### src/rtl/frame_timeout_ctr.sv
// Idle-cycle counter; expire fires on the TIMEOUT-th consecutive
// enabled cycle without clr, then the counter restarts from zero.
module frame_timeout_ctr #(
   parameter int unsigned TIMEOUT = 32
) (
   input  logic clk,
   input  logic rst,
   input  logic clr,
   input  logic en,
   output logic expire
);

   localparam int W = $clog2(TIMEOUT + 1);
   localparam logic [W-1:0] LIM = W'(TIMEOUT - 1);

   logic [W-1:0] cnt;

   assign expire = en & ~clr & (cnt == LIM);

   always_ff @(posedge clk or posedge rst) begin
      if (rst)
         cnt <= '0;
      else if (clr | ~en | expire)
         cnt <= '0;
      else
         cnt <= cnt + W'(1);
   end

endmodule

### config.mk
export PLATFORM = sky130hd
export DESIGN_NAME = frame_timeout_ctr
export DESIGN_NICKNAME = d
export VERILOG_FILES = /design/src/rtl/frame_timeout_ctr.sv
export SDC_FILE = /design/constraint.sdc
export NUM_CORES = 1
export LEC_CHECK = 0
export ABC_AREA = 0
export ABC_CLOCK_PERIOD_IN_PS = 1900
export BUFFER_PORTS_ARGS = -buffer_cell sky130_fd_sc_hd__buf_2
export CAP_MARGIN = 20
export CORE_AREA = 2 2 39 41
export CTS_CLUSTER_DIAMETER = 200
export CTS_CLUSTER_SIZE = 25
export DETAILED_ROUTE_END_ITERATION = 6
export DIE_AREA = 0 0 41 43
export HOLD_SLACK_MARGIN = 0.12
export PLACE_DENSITY = 0.49
export SYNTH_ARGS = -nofsm -noshare
export SYNTH_HDL_FRONTEND = slang
export SYNTH_SLANG_ARGS = --single-unit
export TNS_END_PERCENT = 10
### constraint.sdc
create_clock -name clk -period 1.9 [get_ports clk]
set_clock_uncertainty 0.15 [all_clocks]
set_input_delay 0.095 -clock clk [delete_from_list [all_inputs] [get_ports clk]]
set_output_delay 0.095 -clock clk [all_outputs]
set_load 0.05 [all_outputs]
* After elaboration in Yosys (flattened, before gate mapping) *
Cells that the tools add are included.

storage, ports and cells
  flip-flop bits (word level) = 6
  bits in latches = 0
  memory bits (writable) = 0
  memory bits (read-only) = 0
  input port bits = 4
  word-level logic and storage cells = 10
  memories kept = 0

operators by class
  add/subtract/negate cells = 1
  $mul = 0
  divide/modulo/power cells = 0
  $lt $le $gt $ge = 0
  equality and inequality tests = 1
  shift operators = 0
  muxes and demuxes = 1
  bitwise gates (word level) = 6
  reduce and logical (&&, ||, !) cells = 0

operators by type and width
  cell                                                                    count
  6-bit by 1-bit adder with 6-bit output (second input constant)          1
  6-bit by 5-bit equality test with 1-bit output (second input constant)  1
  6-bit two-way mux                                                       1
  1-bit AND                                                               2
  1-bit inverter                                                          2
  1-bit OR                                                                2

* Longest topological paths before layout *
Gate-level depths: netlist of run 1.

  depth after elaboration = 5
  gate-level depth with buffers = 4
  gate-level depth less buffers = 4

* Least setup slack after synthesis of run 1 *
No wires, ideal clock.

  path kind = reg2out
  start point = reg cnt[0]
  end point = out expire
  data arrival time = 1.827 ns
  required time = 1.655 ns
  path slack = -0.172 ns
  stages on the path, launching flop included = 4
  path buffers = 0
  path through = dfrtp_1 -> ha_1 -> nand3_1 -> nor3_1

on the way
  cells in the longest elaborated chain, start to end = 2

ends and longest elaborated chain
  what                                            line  source
  start, declared                                 16    logic [W-1:0] cnt;
  start signal, assigned                          26    cnt <= cnt + W'(1);
  6-bit by 5-bit equality test with 1-bit output  18    assign expire = en & ~clr & (cnt == LIM);
  1-bit AND                                       18
  end, declared                                   10    output logic expire

No other way between the ends.

* Final worst setup path of run 1 *
Same ends and word-level chain as after synthesis.

==> results by stage, run 1 <==
Detailed routing:
- The average wire per cell in the routed design is 8.96 um.
- The top metal layer carrying routed signals is met4.
- The number of vias per cell after detailed routing is approximately 4.2.
- The starting DRC count in detailed routing is 3.
- The total length of routed wires is 502 um.
- The total number of vias is 233.
- Detailed routing placed a total of 26 um of wire on met3.
- The count of nets left with antenna violations once routing finished came out at 0.
- For this run, design rule violations remaining after detail routing come to 0.
- After detailed routing, the met2 layer carries 216 um of wire.
- Before antenna repair, the detailed router went through 2 iterations.
- The wire length on met1 is 247 um.

Global routing:
- The initial antenna violation count is 0.
- The total global routing overflow is 0.
- The overall track demand over capacity in global routing is 8.00%.
- The global-route wire length before repair is 931 um.
- Entering global routing, the biggest net connects 7 pins.
- The number of global-route vias before repair is around 250.

Outcome:
- The run finished with clean final reports.

Clock network:
- The longest clock path from root to sink contains 2 buffers.
- CTS placed an instance of sky130_fd_sc_hd__clkbuf_4 at the clock tree root.
- The clock reaches the later pin of the worst-skew pair after 0.24 ns.
- The clock net sink count is 6.
- The number of clock buffers inserted by TritonCTS is 3.
- TritonCTS built the clock tree.
- The clock transition at the registers of the reported paths is 0.04 ns.
- In this run the number of H-tree levels came out at 1.

Synth:
- The area fraction of the dominant cell type after synthesis is 50.8%.
- The share of synthesized area occupied by flip-flops and latches is between 50% and 60%.
- Synthesis instantiated 14 different standard cells from the library.
- Of all cell types, the one taking the most synthesized area is sky130_fd_sc_hd__dfrtp_1.
- Synthesis handed over a netlist of 29 instances.
- The synthesized netlist occupies a cell area of 295 um2.
- When the netlist entered floorplanning its net count stood at 34.
- In the post-synthesis netlist, the biggest area contributors are sky130_fd_sc_hd__dfrtp_1 (51%), sky130_fd_sc_hd__nor2_1 (6.4%), sky130_fd_sc_hd__xor2_1 (5.9%), sky130_fd_sc_hd__nand3_1 (5.1%), sky130_fd_sc_hd__a2111oi_2 (5.1%).
- The average cell area after synthesis is 10.2 um2.
- The number of register bits inferred by synthesis is 6.
- The yosys synthesis warning count is 0.

Worst setup path:
- The worst setup path is launched from a register.
- In this run the register-to-register setup slack is 0.49 ns.
- The largest fanout on the critical path is 4.
- The slowest cell on the critical path is sky130_fd_sc_hd__dfrtp_1.
- The sum of buffers and inverters on the critical path is 1.
- The worst path arrival time is 1.49 ns.
- The maximum cell stage delay along the critical path is 0.38 ns.
- The endpoint identified for the worst register-to-register timing path is cnt[3].
- STA classifies the critical path endpoint as a primary output.
- The launch instance of the worst register-to-register path is cnt[0].
- For the worst setup path, the data required time is 1.65 ns.
- The critical path class is reg2out.
- The critical path goes through ha_1 > nand3_1 > nor3_2 > buf_2.
- The number of cells on the worst reg-to-reg path is 4.
- Grouping stages by cell kind, the critical path spends the most delay in flip-flops.

STA:
- The aggregate negative setup slack is 0 ns.
- The worst path meets setup with about 0.17 ns of slack.
- The count of final max-slew check failures is 0.
- On the final layout, the worst hold slack is 0.155 ns.
- Setup violations remaining at the end of the flow were counted as 0.
- For this run, the top clock speed supported by timing is 577 MHz.
- At the pin with the least slew margin, the transition time is around 0.26 ns.
- The relative max-transition margin is 82.8%.
- The final number of hold-violating endpoints is 0.
- The worst path in the final design needs a cycle of 1.73 ns, including I/O delays and setup.
- The final critical path takes up around nine tenths of the cycle.
- Setup repair after global routing left no endpoint under its margin.

Pwr:
- For this design the ratio of total power to cell area is about 660 mW/mm2.
- Summed over all cells, the static leakage comes to between 0.15 and 0.2 nW.
- The peak ir drop on the vdd network is between 0.0002 and 0.0003 V.

Floorplan:
- The floorplan step defined a die boundary enclosing 0.00176 mm2.
- From left edge to right edge, the die measures approximately 41 um.
- The I/O pin total is 5.
- The initial utilization of the core area, before any placement, comes to 21.3%.
- The placement row count is 14.
- In this run the standard cell core region covers 0.00138 mm2.
- The die is 43 um tall.

Place:
- In this run the tool buffered the top-level ports with 4 buffer cells.
- The final weighted congestion in routability-driven placement is 0.644.
- In this run, placement finished with an instance count of 49.
- At the placement stage, the worst setup path has a slack of a little over 0.4 ns.

Cells and area:
- The largest registers in the layout are cnt: 6 flops.
- The count of non-filler cells in the finished layout is 56.
- The register with the most flip-flops in the layout has 6 of them.
- The layout overhead on the synthesized area is 36.4%.
- The register with the most flip-flops is cnt.
- The repair_antennas step left the layout with diodes totalling 0.
- The share of cells above drive strength 1 is 25.0%.
- The final net count is 47.

Min path:
- The min-delay analysis places its worst path in the category in2async.

Job:
- Across the run, the number of max-cap violations was 0.
## cells by family after synthesis
group	Yosys count	share of synthesized area [%]
XOR/XNOR	3	8.90
AO/OA/AOI/OAI	4	11.9
flip-flops	6	50.8
buffers and inverters	2	2.54
AND/OR/NAND/NOR	13	21.6
adder cells (fa/ha/maj)	1	4.24
## per-layer routing
metal  global-route usage, %  up-vias
li1                        -      121
met1                    9.24      104
met2                    11.3        6
met3                    3.14        2
met4                    6.00        0
met5                       0        -
## cells in the mapped netlist, drive strengths merged
master   n
nor2     5
nand2    1
nor3     1
xnor2    1
nand2b   2
o21ai    1
xor2     2
inv      2
dfrtp    6
o21a     2
a2111oi  1
nand3    3
nor2b    1
ha       1
## layout make-up
type	instances	area, um2
inverter	2	7.51
fill	152	981
sequential	6	150
timing repair buffer	8	60.1
tap	16	20.0
multi-input combinational	21	143
clock buffer	3	22.5
## worst max path at each step
stage | from | to | slack, ns | cells past startpoint
floorplan | cnt[0] | expire | 0.25 | 3
global placement | cnt[0] | expire | 0.43 | 4
detailed placement | cnt[0] | expire | 0.41 | 4
CTS | cnt[0] | expire | 0.15 | 4
global route | cnt[0] | expire | 0.07 | 4
finish | cnt[0] | expire | 0.17 | 4
## through the flow
| step | utilization (%) | instance area (um2) | power, W |
|---|---|---|---|
| after CTS | 29.1 | 403 | 0.000272 |
| final | 29.1 | 403 | 0.000265 |
| after global placement | 24.6 | 340 | 0.000147 |
| after floorplan | - | 300 | 0.000142 |
| after detailed placement | 24.6 | 340 | 0.000148 |
| after global routing | 29.1 | 403 | 0.000284 |
## layout by cell type, fill, tap and decap left out
cell                            count
sky130_fd_sc_hd__dfrtp_1            6
sky130_fd_sc_hd__nor2_1             5
sky130_fd_sc_hd__dlygate4sd3_1      4
sky130_fd_sc_hd__buf_2              4
sky130_fd_sc_hd__nand3_1            3
sky130_fd_sc_hd__clkbuf_4           3
sky130_fd_sc_hd__nand2b_1           2
sky130_fd_sc_hd__xor2_1             2
sky130_fd_sc_hd__inv_1              2
sky130_fd_sc_hd__o21a_1             2
sky130_fd_sc_hd__nor2b_1            1
sky130_fd_sc_hd__o21ai_1            1
sky130_fd_sc_hd__xnor2_1            1
sky130_fd_sc_hd__nor3_2             1
sky130_fd_sc_hd__nand2_2            1
sky130_fd_sc_hd__a2111oi_2          1
sky130_fd_sc_hd__ha_1               1
## worst register-to-register path, stage by stage, from the launching register on
cell,delay (ns)
sky130_fd_sc_hd__dfrtp_1,0.38
sky130_fd_sc_hd__ha_1,0.25
sky130_fd_sc_hd__nand3_1,0.16
sky130_fd_sc_hd__o21ai_1,0.27
sky130_fd_sc_hd__nor2_1,0.08
## timing repair
item                                   CTS  global route
gates resized for setup                  0             0
hold buffers                             4             0
endpoints found under the hold margin   12             0
setup buffers                            0             0
## where the power goes
part / total, W / switching (W) / internal, W
sequential: 0.000132 / 0.00000196 / 0.000130
combinational: 0.0000194 / 0.00000875 / 0.0000107
clock: 0.000113 / 0.0000419 / 0.0000712
No activity file was read; power rests on OpenSTA's default activity.
==> run 2: changes to the inputs <==
ABC_CLOCK_PERIOD_IN_PS = 1550   (was 1900)
PLACE_DENSITY = 0.51   (was 0.49)
clock period = 1.55 ns   (was 1.9 ns; I/O delays follow)
==> run 2 against run 1 <==
Non-clock buffer count rose by 3; sequential share of layout area decreased by 5.4 points; clock power up 22%; global-route usage about the same; design area up 17%; via count is 3.4% higher; largest power group unchanged.
==> results by stage, run 2 (synthesis results as in run 1) <==
STA:
- The relative max-transition margin is 82.1% (-0.77 points).
- The count of final max-slew check failures is 0 (unchanged).
- Setup repair after global routing left no endpoint under its margin.
- The highest achievable clock rate is 666 MHz.
- The aggregate negative setup slack is 0 ns (unchanged).
- The final number of hold-violating endpoints was 0 (unchanged).
- The clock period minus worst slack is roughly 1.5 ns.
- The final count of negative-setup-slack endpoints is 0 (unchanged).
- The worst hold slack is 0.144 ns (-0.0103 ns).
- The final critical path takes up a little over nine tenths of the cycle.
- The slew at the pin closest to its max-slew limit is 0.269 ns (+0.0120 ns).

Global routing:
- The overall track demand over capacity in global routing is 8.02% (+0.024 points).
- The total global routing overflow came to 0 (unchanged).
- The initial antenna violation count is 0 (unchanged).
- The number of global-route vias before repair came to 248 (-0.40%).
- The global-route wire length before repair is 931 um (unchanged).
- The pin count of the biggest net entering global routing is 7 (unchanged).

Worst setup path:
- The largest fanout on the critical path was 3 (-1).
- The worst register-to-register path begins at cnt[0].
- The number of cells on the worst reg-to-reg path was 3 (-1).
- The worst path arrival time was 1.27 ns (-0.22 ns).
- The critical path class is in2out.
- The critical path required time came to 1.32 ns (-0.33 ns).
- The endpoint of the worst-slack reg-to-reg timing path is cnt[5].
- The worst setup path is captured at a primary output.
- The type of origin of the critical path is an input port.
- The minimum setup slack among reg-to-reg paths came to 0.23 ns (-0.26 ns).

Job:
- The max capacitance violation total is 0 (unchanged).

Cells and area:
- The share of cells above drive strength 1 is 37.2% (+12 points).
- The largest registers in the layout are cnt: 6 flops.
- The layout overhead on the synthesized area is 59.3%.
- Leaving out fill and tap cells, the most frequent cells in the layout are sky130_fd_sc_hd__dfrtp_1 (6), sky130_fd_sc_hd__nor2_1 (5), sky130_fd_sc_hd__dlygate4sd3_1 (4).
- The count of non-filler cells in the finished layout is 59 (+5.4%).
- The final net count came to 50 (+6.4%).
- The total of fill cells in the finished design is 144 (-5.3%).
- The number of diodes is 0 (unchanged).
- The most common cell after layout, fill and taps aside is sky130_fd_sc_hd__dfrtp_1.
- The register with the most flip-flops is cnt.
- The number of flip-flops in the largest register is 6 (unchanged).

Clock network:
- The clock transition at the registers of the reported paths was 0.04 ns (about the same).
- The clock net sink count was 6 (unchanged).
- The maximum count of clock buffers along a single path is 2 (unchanged).
- The TritonCTS clock tree is built.
- The clock root buffer is sky130_fd_sc_hd__clkbuf_4.
- The number of clock buffers inserted by TritonCTS is 3 (unchanged).
- The maximum level of the CTS H-tree is 1 (unchanged).
- The clock latency at the later pin of the worst-skew pair is 0.24 ns (about the same).

Detailed routing:
- The total length of routed wires is 615 um (+23%).
- The post-route DRC violation count is 0 (unchanged).
- The average wire per cell in the routed design came to 10.4 um (+16%).
- The number of routed nets with antenna violations came to 0 (unchanged).
- The total number of vias is 241 (+3.4%).
- The first-pass detailed-route iteration total is 1 (-1).
- The starting DRC count in detailed routing was 0 (-3).
- The number of vias per cell after detailed routing is 4.08 (-1.8%).

Place:
- The count of port buffers added during placement was 4 (unchanged).
- The final weighted congestion in routability-driven placement is 0.699 (+8.6%).
- The cell count after placement is 50 (+2.0%).

Pwr:
- The power density over the cells is 712 mW/mm2 (+8.4%).
- The peak ir drop on the vdd network came to 0.000391 V (+48%).
- The total leakage power is 0.210 nW (+18%).

Floorplan:
- The placement row count was 14 (unchanged).
- The I/O pin total is 5 (unchanged).
- The die outline area is 0.00176 mm2 (unchanged).
- The die width was 41 um (unchanged).
- The starting density of the core was 21.3% (unchanged).
- The area of the core was 0.00138 mm2 (unchanged).
- The overall die height is 43 um (unchanged).

Min path:
- The worst hold-check path type is in2async.

Outcome:
- The run finished with clean final reports.
==> run 2: worst max-delay path by stage <==
stage / startpoint / to / depth (start not counted)
after floorplan: cnt[0] / expire / 3
after global placement: cnt[1] / expire / 4
after detailed placement: cnt[1] / expire / 4
after CTS: cnt[0] / expire / 4
after global routing: cnt[0] / expire / 4
final: clr / expire / 5
==> run 2: critical path: stages <==
cell	delay, ns
sky130_fd_sc_hd__buf_2	0.10
sky130_fd_sc_hd__dlygate4sd3_1	0.57
sky130_fd_sc_hd__nand2b_4	0.17
sky130_fd_sc_hd__nor3_4	0.18
sky130_fd_sc_hd__buf_6	0.17
==> run 2: cell type report <==
type                       instances  area [um2]  share of cell area [%]
sequential                         6         150                    31.9
tap                               16        20.0                    4.26
multi-input combinational         21         181                    38.6
timing repair buffer              11        88.8                    18.9
clock buffer                       3        22.5                    4.79
inverter                           2        7.51                    1.60
==> run 2: where the power goes <==
part	leakage, nW	total (W)	internal, W	switching [W]
registers	0.0828	0.000162	0.000160	0.00000259
clock network	0.0138	0.000138	0.0000872	0.0000511
logic	0.114	0.0000344	0.0000197	0.0000147
==> run 2: stage by stage <==
| step | total power [W] | worst slack, ns | utilization (%) | instance area (um2) |
|---|---|---|---|---|
| after floorplan | 0.000174 | 0.0756 | - | 307 |
| after global placement | 0.000183 | 0.0465 | 25.6 | 354 |
| after detailed placement | 0.000183 | 0.0497 | 25.6 | 354 |
| after CTS | 0.000336 | 0.00393 | 32.4 | 448 |
| after global routing | 0.000353 | 0.00471 | 34.0 | 470 |
| final | 0.000335 | 0.0488 | 34.0 | 470 |
==> run 2: what timing repair did <==
item,4_1_cts,5_1_grt
pin swaps,0,1
hold endpoints to repair,12,0
gates resized for setup,5,3
hold buffers,4,0
setup buffers,1,1
setup endpoints to repair,1,1
==> run 2: metal layers <==
metal / up-vias / part of all wire, % / global-route usage, %
met2: 2 / 54 / 10.6
li1: 127 / - / -
met1: 112 / 45 / 10.0
met5: - / 0 / 0
met4: 0 / 0 / 6.00
met3: 0 / 1.5 / 3.14
==> run 3: changes to the inputs <==
CTS_BUF_LIST = sky130_fd_sc_hd__clkbuf_16   (was unset)
==> run 3 against run 2 <==
Sequential cell count is the same; count of clock-buffer cells in the layout stayed put; setup slack hardly changed; fmax about the same; routed wire length up 0.16%; global-route usage up 0.51 points.
==> results by stage, run 3 (synthesis results as in run 1) <==
STA:
- Setup repair after global routing left no endpoint under its margin.
- The slew at the pin closest to its max-slew limit was 0.258 ns (-0.0106 ns).
- The share of the clock period used by the worst path was 96.8% (about the same).
- The final number of hold-violating endpoints is 0 (unchanged).
- The count of final max-slew check failures is 0 (unchanged).
- The aggregate negative setup slack is 0 ns (unchanged).
- The clock period minus worst slack is 1.50 ns (-0.0000384 ns).
- The highest achievable clock rate is 666 MHz (about the same).
- The relative max-transition margin came to 82.7% (+0.67 points).
- The final count of negative-setup-slack endpoints is 0 (unchanged).

Pwr:
- The power density over the cells is 1180 mW/mm2 (+65%).
- The total power of the final layout came to 0.000607 W (+81%).
- The peak ir drop on the vdd network is 0.000685 V (+75%).
- The total leakage power came to 0.233 nW (+11%).

Clock network:
- The clock net sink count was 6 (unchanged).
- The TritonCTS clock tree is built.
- The number of clock buffers inserted by TritonCTS is 3 (unchanged).
- The maximum level of the CTS H-tree was 1 (unchanged).
- The clock transition at the registers of the reported paths is 0.03 ns (about the same).
- The root buffer cell chosen for the clock tree is sky130_fd_sc_hd__clkbuf_16.
- The clock latency at the later pin of the worst-skew pair is 0.22 ns (-0.02 ns).
- The maximum count of clock buffers along a single path is 2 (unchanged).

Detailed routing:
- The number of vias per cell after detailed routing is 4.00 (-2.1%).
- The total length of routed wires is 616 um (+0.16%).
- The number of routed nets with antenna violations came to 0 (unchanged).
- The total number of vias is 236 (-2.1%).
- The starting DRC count in detailed routing is 1 (+1).
- The first-pass detailed-route iteration total is 4 (+3).
- The post-route DRC violation count came to 0 (unchanged).
- The average wire per cell in the routed design is 10.4 um (+0.16%).

Global routing:
- The overall track demand over capacity in global routing was 8.53% (+0.51 points).
- The number of global-route vias before repair is 243 (-2.0%).
- The global-route wire length before repair came to 972 um (+4.4%).
- The initial antenna violation count was 0 (unchanged).
- The total global routing overflow is 0 (unchanged).
- The pin count of the biggest net entering global routing is 7 (unchanged).

Cells and area:
- The register with the most flip-flops is cnt.
- The largest registers in the layout are cnt: 6 flops.
- The number of diodes came to 0 (unchanged).
- Leaving out fill and tap cells, the most frequent cells in the layout are sky130_fd_sc_hd__dfrtp_1 (6), sky130_fd_sc_hd__nor2_1 (5), sky130_fd_sc_hd__dlygate4sd3_1 (4).
- The library cell used most frequently in the layout, excluding fill and tap cells, is sky130_fd_sc_hd__dfrtp_1.
- The number of flip-flops in the largest register came to 6 (unchanged).
- The final net count is 50 (unchanged).
- Compared with the post-synthesis result, the final layout area differs by 74.6%.
- The share of cells above drive strength 1 is 37.2% (unchanged).

Place:
- The count of port buffers added during placement was 4 (unchanged).
- The final weighted congestion in routability-driven placement is 0.699 (unchanged).

Floorplan:
- The starting density of the core was 21.3% (unchanged).
- The overall die height was 43 um (unchanged).
- The die width is 41 um (unchanged).
- The placement row count is 14 (unchanged).
- The I/O pin total is 5 (unchanged).
- The die outline area came to 0.00176 mm2 (unchanged).
- The area of the core came to 0.00138 mm2 (unchanged).

Outcome:
- The flow ran to the end, and the final reports show no timing, DRC or antenna violations.

Worst setup path:
- The worst path arrival time is 1.27 ns (about the same).
- The largest fanout on the critical path is 3 (unchanged).
- The critical path is of the reg2out type.
- The type of origin of the critical path is a register.
- The critical path required time is 1.32 ns (about the same).
- The type of destination of the critical path is a primary output.

Job:
- The max capacitance violation total is 0 (unchanged).

Min path:
- The worst hold-check path type is in2async.
==> run 3: cell type report <==
class                   count  area (um2)
repair buffers             11        88.8
flip-flops and latches      6         150
multi-input cells          21         174
well taps                  16        20.0
inverters                   2        7.51
clock buffers               3        75.1
fillers                   136         868
==> run 3: metrics by stage <==
stage	setup slack [ns]	instance area [um2]	hold WS, ns	util, %	cells
5_1_grt	0.00288	515	0.183	37.3	59
2_1_floorplan	0.0756	307	-0.282	-	29
3_5_place_dp	0.0497	354	-0.150	25.6	50
3_3_place_gp	0.0465	354	-0.153	25.6	50
6_report	0.0489	515	0.163	37.3	59
4_1_cts	0.0149	493	0.164	35.6	57
==> run 3: worst max-delay path: stages (launching register included) <==
cell and delay, ns:
sky130_fd_sc_hd__dfrtp_1 0.38, sky130_fd_sc_hd__ha_4 0.18, sky130_fd_sc_hd__nand3_2 0.13, sky130_fd_sc_hd__nor3_4 0.19, sky130_fd_sc_hd__buf_6 0.18
==> run 3: worst paths after layout <==
kind	from	to	slack, ns	depth (start not counted)
worst max-delay path	cnt[1]	expire	0.05	4
worst min-delay path	rst	cnt[0]	0.16	3
worst max register to register	cnt[0]	cnt[5]	0.24	5
worst min register to register	cnt[4]	cnt[4]	0.42	2
max in group asynchronous	rst	cnt[4]	0.89	3
min in group clk	cnt[4]	cnt[4]	0.42	2
==> run 3: where the power goes <==
part           total (W)  switching, W  internal [W]  leakage [nW]
clock           0.000410     0.0000799      0.000330        0.0370
sequential      0.000163    0.00000252      0.000160        0.0828
combinational  0.0000342     0.0000146     0.0000197         0.114
total           0.000607     0.0000970      0.000510         0.233
==> run 3: per-layer routing <==
layer / track usage [%] / part of all wire [%]
met3: 4.71 / 1.9
met1: 10.3 / 47
met5: 0 / 0
met4: 4.00 / 0
met2: 11.9 / 51
==> run 3: what timing repair did <==
| item | 4_1_cts | 5_1_grt |
|---|---|---|
| gates resized for setup | 5 | 2 |
| hold buffers | 4 | 0 |
| hold endpoints to repair | 12 | 0 |
| pin swaps | 0 | 1 |
| buffers inserted | 0 | 2 |
| endpoints found under the setup margin | 1 | 1 |
